===== config.mk =====
export PLATFORM = sky130hd
export DESIGN_NAME = traffic_ctrl_2way
export DESIGN_NICKNAME = d
export VERILOG_FILES = /design/src/rtl/traffic_ctrl_2way.sv
export SDC_FILE = /design/constraint.sdc
export NUM_CORES = 1
export LEC_CHECK = 0
export BUFFER_PORTS_ARGS = -buffer_cell sky130_fd_sc_hd__buf_2
export CAP_MARGIN = 20
export CORE_ASPECT_RATIO = 1.4
export CORE_MARGIN = 8
export CORE_UTILIZATION = 45
export CTS_BUF_LIST = sky130_fd_sc_hd__clkbuf_8
export CTS_CLUSTER_SIZE = 25
export DETAILED_ROUTE_END_ITERATION = 10
export PLACE_DENSITY = 0.67
export REMOVE_ABC_BUFFERS = 1
export SYNTH_ARGS = -nofsm -noshare
export SYNTH_HDL_FRONTEND = slang
export SYNTH_SLANG_ARGS = --single-unit

===== constraint.sdc =====
create_clock -name clk -period 4.8 [get_ports clk]
set_input_delay 0.24 -clock clk [delete_from_list [all_inputs] [get_ports clk]]
set_output_delay 0.24 -clock clk [all_outputs]
set_load 0.02 [all_outputs]

===== src/rtl/traffic_ctrl_2way.sv =====
// traffic_ctrl_2way: two-direction intersection controller with
// green/yellow/all-red phases, pedestrian request, night flash mode.
//
// Ports:
//   clk       system clock
//   rst       synchronous active-high reset
//   night_en  level, requests flashing-yellow night mode
//   ped_req   pedestrian request pulse, latched internally
//   ns_led    NS head, one-hot: 001 red, 010 green, 100 yellow, 000 dark
//   ew_led    EW head, same encoding
//   remain    whole seconds left in the current phase (0 in FLASH)
//   phase     current state code, for debug
module traffic_ctrl_2way #(
    parameter int unsigned CLK_FREQ    = 50_000_000,
    parameter int unsigned GREEN_S     = 20,
    parameter int unsigned YELLOW_S    = 3,
    parameter int unsigned ALLRED_S    = 1,
    parameter int unsigned MIN_GREEN_S = 5
) (
    input  logic       clk,
    input  logic       rst,
    input  logic       night_en,
    input  logic       ped_req,
    output logic [2:0] ns_led,
    output logic [2:0] ew_led,
    output logic [7:0] remain,
    output logic [2:0] phase
);

    localparam int unsigned PW = (CLK_FREQ > 1) ? $clog2(CLK_FREQ) : 1;

    localparam logic [PW-1:0] PRE_LAST = PW'(CLK_FREQ - 1);

    localparam logic [7:0] G_D      = 8'(GREEN_S);
    localparam logic [7:0] Y_D      = 8'(YELLOW_S);
    localparam logic [7:0] AR_D     = 8'(ALLRED_S);
    localparam logic [7:0] G_LAST   = 8'(GREEN_S - 1);
    localparam logic [7:0] Y_LAST   = 8'(YELLOW_S - 1);
    localparam logic [7:0] AR_LAST  = 8'(ALLRED_S - 1);
    localparam logic [7:0] MIN_LAST = 8'(MIN_GREEN_S - 1);

    localparam logic [2:0] RED  = 3'b001;
    localparam logic [2:0] GRN  = 3'b010;
    localparam logic [2:0] YEL  = 3'b100;
    localparam logic [2:0] DARK = 3'b000;

    typedef enum logic [2:0] {
        S_IDLE  = 3'd0,
        S_AR1   = 3'd1,
        S_NS_G  = 3'd2,
        S_NS_Y  = 3'd3,
        S_AR2   = 3'd4,
        S_EW_G  = 3'd5,
        S_EW_Y  = 3'd6,
        S_FLASH = 3'd7
    } state_e;

    state_e        state_q, state_d;
    logic [PW-1:0] pre_q, pre_d;
    logic [7:0]    sec_q, sec_d;
    logic          ped_q, ped_d;
    logic          flash_q, flash_d;
    logic [2:0]    ns_q, ns_d;
    logic [2:0]    ew_q, ew_d;
    logic [7:0]    remain_q, remain_d;
    logic [2:0]    phase_q, phase_d;

    logic tick;
    logic changed;
    logic green_end;
    logic ar_end;
    logic y_end;

    assign tick   = (pre_q == PRE_LAST);
    assign ar_end = tick && (sec_q == AR_LAST);
    assign y_end  = tick && (sec_q == Y_LAST);

    // Night mode cuts green at the next tick; a pending pedestrian
    // request cuts it once the minimum green has been served.
    assign green_end = tick && ((sec_q == G_LAST) || night_en ||
                                (ped_q && (sec_q >= MIN_LAST)));

    always_comb begin
        state_d = state_q;
        unique case (state_q)
            S_IDLE:  state_d = S_AR1;
            S_AR1:   if (ar_end) state_d = night_en ? S_FLASH : S_NS_G;
            S_NS_G:  if (green_end) state_d = S_NS_Y;
            S_NS_Y:  if (y_end) state_d = S_AR2;
            S_AR2:   if (ar_end) state_d = night_en ? S_FLASH : S_EW_G;
            S_EW_G:  if (green_end) state_d = S_EW_Y;
            S_EW_Y:  if (y_end) state_d = S_AR1;
            S_FLASH: if (tick && !night_en) state_d = S_AR1;
            default: state_d = S_IDLE;
        endcase
    end

    assign changed = (state_d != state_q);

    // Timing restarts on every state change so each phase is an
    // exact multiple of the second.
    always_comb begin
        pre_d = pre_q + 1'b1;
        sec_d = sec_q;
        if (changed) begin
            pre_d = '0;
            sec_d = '0;
        end else if (tick) begin
            pre_d = '0;
            if (state_q != S_FLASH) sec_d = sec_q + 8'd1;
        end
    end

    // A request coinciding with yellow entry is kept for the next green.
    always_comb begin
        ped_d = ped_q;
        if (changed && (state_d == S_NS_Y || state_d == S_EW_Y))
            ped_d = 1'b0;
        if (ped_req) ped_d = 1'b1;
    end

    // Flash starts lit and toggles once per second.
    always_comb begin
        flash_d = flash_q;
        if (changed && state_d == S_FLASH)
            flash_d = 1'b1;
        else if (state_q == S_FLASH && tick)
            flash_d = ~flash_q;
    end

    always_comb begin
        ns_d     = RED;
        ew_d     = RED;
        remain_d = '0;
        phase_d  = state_q;
        unique case (state_q)
            S_AR1, S_AR2: remain_d = AR_D - sec_q;
            S_NS_G: begin
                ns_d     = GRN;
                remain_d = G_D - sec_q;
            end
            S_NS_Y: begin
                ns_d     = YEL;
                remain_d = Y_D - sec_q;
            end
            S_EW_G: begin
                ew_d     = GRN;
                remain_d = G_D - sec_q;
            end
            S_EW_Y: begin
                ew_d     = YEL;
                remain_d = Y_D - sec_q;
            end
            S_FLASH: begin
                ns_d = flash_q ? YEL : DARK;
                ew_d = flash_q ? YEL : DARK;
            end
            default: ;
        endcase
    end

    always_ff @(posedge clk) begin
        if (rst) begin
            state_q  <= S_IDLE;
            pre_q    <= '0;
            sec_q    <= '0;
            ped_q    <= 1'b0;
            flash_q  <= 1'b0;
            ns_q     <= RED;
            ew_q     <= RED;
            remain_q <= '0;
            phase_q  <= '0;
        end else begin
            state_q  <= state_d;
            pre_q    <= pre_d;
            sec_q    <= sec_d;
            ped_q    <= ped_d;
            flash_q  <= flash_d;
            ns_q     <= ns_d;
            ew_q     <= ew_d;
            remain_q <= remain_d;
            phase_q  <= phase_d;
        end
    end

    assign ns_led = ns_q;
    assign ew_led = ew_q;
    assign remain = remain_q;
    assign phase  = phase_q;

endmodule


==> out/results.ini <==
[logic_synthesis]
yosysWarnings = 0
synth_top_area_frac = 0.3546
netlist_instances = 367
async_flop_share = 0
synth_seq_cells = 56
netlist_area_um2 = 3162
synth.yosys.seq_area_share = 0.3546
synth_edf_count = 0
synth_ff_type = dfxtp_1
synth_top_area_cell = dfxtp_1
synth_cell_type_count = 61
syn_area_per_cell_um2 = 8.615
synthTopCellsByArea = dfxtp_1 (35%), xnor2_1 (7.2%), nor3_1 (4.6%)

[worst_setup_path]
cp_slowest_cell = a2111oi_0
crit_buf_inv = 1
critPathCaptureType = flip-flop
critPathTopFamily = compound AO/OA/AOI/OAI gates
crit_arrival_ns = 3.06
critical_path_required_ns = 4.98
r2r-start = pre_q[0]$_SDFF_PP0_
crit_cells = 9
slowest_delay_ns = 0.64
crit_path_cell_trace = ha_1 -> nand4_4 -> nor4_4 -> nand3_4 -> a2111oi_0 -> a211oi_1 -> o21ai_2 -> buf_4 -> nor3_1
r2r.worst_path.cells = 9
crit_start = pre_q[0]$_SDFF_PP0_
start_kind = flip-flop
path_max_fanout = 34
crit_type = flip-flop to flip-flop

[timing]
maxSlewHeadroom = 0.4711
rsz0062_at_grt = false
skew_ns = 0.002661
tightest_slew_ns = 0.7861
post-route-period-util = 0.6004
setup_viol = 0
layout_min_cycle_time_ns = 2.882
max_freq_mhz = 347.0
fin_ws_ns = 1.918
hold_viol = 0
timing.setup.tns_ns = 0
slew_viol_final = 0

[clock_tree]
cts_tree = built
h-tree-depth = 2
cts_inserted_buffers = 5
cts.repair.resized = 0
clkSlewWorstSetupHoldPaths_ns = 0.09
cts.repair_timing.setup_buffer_count = 0
cts_hold_buf = 0
cts.sinks = 56
root_buffer = clkbuf_8
clockBufferDepth = 2
clk_latency_ns = 0.31

[cells_and_area]
drive_gt1_frac = 0.1410
post-route-util = 0.4900
area_growth_pct = 6.807
final_common_cell = dfxtp_1
seq_area_um2 = 1121
final_cell_mix = dfxtp_1 (56), nor2_1 (34), nand2_1 (32)
n_antenna_cell = 0
fillers = 685
fin_nets = 391
stdcell_area_um2 = 3377
multi_input_area_um2 = 1892

[route]
dr.pass1.iters = 4
via_per_inst = 5.522
wl_mm = 6.795
drtIter0Drc = 155
drc = 0
wl_per_cell_um = 14.43
final_antenna_net_count = 0
via_count = 2601

[global_route]
grt_max_degree = 35
gr-total-overflow = 0
grt_pass1_vias = 2555
grt_pass1_wl_mm = 11.38
antenna_found_initial = 0
grtUsageTotal = 0.1404

[power_and_ir_drop]
total_power_mw = 0.7517
p_int_mw = 0.5747
comb_power_share = 0.046
power_switching_share = 0.2355
pwr-share-clk = 0.329
p_switching_mw = 0.1770
vdd_drop_max_mv = 0.1243
p_leak_nw = 1.192
powerDensity_nw_per_um2 = 222.6
power_frac_seq = 0.625

[floorplanning]
row_count = 36
initial_core_util = 0.4588
io_pins = 21
die-area_um2 = 10000
die_h_um = 115.2
die_x_um = 86.84
core_area_um2 = 6892

[outcome]
outcome = complete, no violations

[job]
maxCapViolCount = 0

[placed_design]
place_ws_ns = 1.894
place_congestion = 0.9128
hpwlAfterDp_mm = 4.915
placed_area_um2 = 3299
placement.io_buffers = 20

[worst_hold_path]
whs_path_depth = 3
min-delay-start = ped_req
hold_path.class = input port to flip-flop

## Yosys cell counts (3+ instances only)
| master | number |
|---|---|
| a211oi_1 | 5 |
| a21o_1 | 4 |
| a21oi_1 | 9 |
| a22oi_1 | 3 |
| a31oi_1 | 4 |
| and3_1 | 4 |
| buf_2 | 8 |
| clkbuf_1 | 10 |
| dfxtp_1 | 56 |
| ha_1 | 11 |
| inv_1 | 13 |
| mux2i_1 | 3 |
| nand2_1 | 32 |
| nand3_1 | 19 |
| nand4_1 | 3 |
| nor2_1 | 34 |
| nor2b_1 | 4 |
| nor3_1 | 29 |
| nor4_1 | 10 |
| nor4_2 | 9 |
| o21a_1 | 3 |
| o21ai_0 | 8 |
| or3_1 | 5 |
| xnor2_1 | 26 |
| xor2_1 | 11 |
## cell families (layout without fill, tap and decap cells)
logic type	Yosys count	in the layout	share of synthesized area
simple gates	171	171	0.3166
flops	56	56	0.3546
compound gates	53	53	0.1167
xor+xnor	37	37	0.1025
buf+inv	34	43	0.04709
fa+ha+maj	11	11	0.04353
mux	5	5	0.01900
## sequential cells by signal, indices dropped and copies added, names as in the netlist
signal and flops:
pre_q 26, remain 8, sec_q 8, ew_led 3
ns_led 3, phase 3, phase_d 3, flash_q 1
ped_q 1
## power groups by stage
stage	clock, mW	sequential, mW	combinational, mW
2_1_floorplan	0	0.481	0.0219
3_3_place_gp	0	0.480	0.0347
3_5_place_dp	0	0.481	0.0349
4_1_cts	0.254	0.470	0.0351
5_1_grt	0.273	0.470	0.0389
6_report	0.247	0.470	0.0348
## per-layer routing
metal | part of all wire | vias to the layer above | track usage | routed length (um)
met4 | 0.031 | 0 | 0.06920 | 214
met3 | 0.044 | 18 | 0.03076 | 296
met5 | 0 | - | 0 | 0
met1 | 0.42 | 1218 | 0.1450 | 2846
li1 | - | 1319 | - | -
met2 | 0.51 | 46 | 0.2580 | 3437
## cell type report
| type | instances | share of cell area |
|---|---|---|
| Sequential cell | 56 | 0.3320 |
| Timing Repair Buffer | 22 | 0.03409 |
| Clock inverter | 2 | 0.002594 |
| Inverter | 14 | 0.01556 |
| Multi-Input combinational cell | 277 | 0.5602 |
| Clock buffer | 5 | 0.02038 |
| Tap cell | 95 | 0.03520 |
## worst paths after layout
path / endpoint / slack [ns]
worst max register to register: sec_q[3]$_SDFFE_PP0P_ / 1.92
worst max-delay path: sec_q[3]$_SDFFE_PP0P_ / 1.92
worst min-delay path: ped_q$_SDFFE_PP0P_ / 0.21
worst min register to register: ped_q$_SDFFE_PP0P_ / 0.51
## tightest hold or removal path: stages
cell and delay (ns):
buf_2 0.10, nor2_1 0.08, a311oi_1 0.05
## through the flow
step           hold slack [ns]  std cells
2_1_floorplan           0.3067        347
3_3_place_gp            0.4905        464
3_5_place_dp            0.4970        464
4_1_cts                 0.2015        471
5_1_grt                 0.2536        471
6_report                0.2079        471
(Power assumes the default switching activity.)
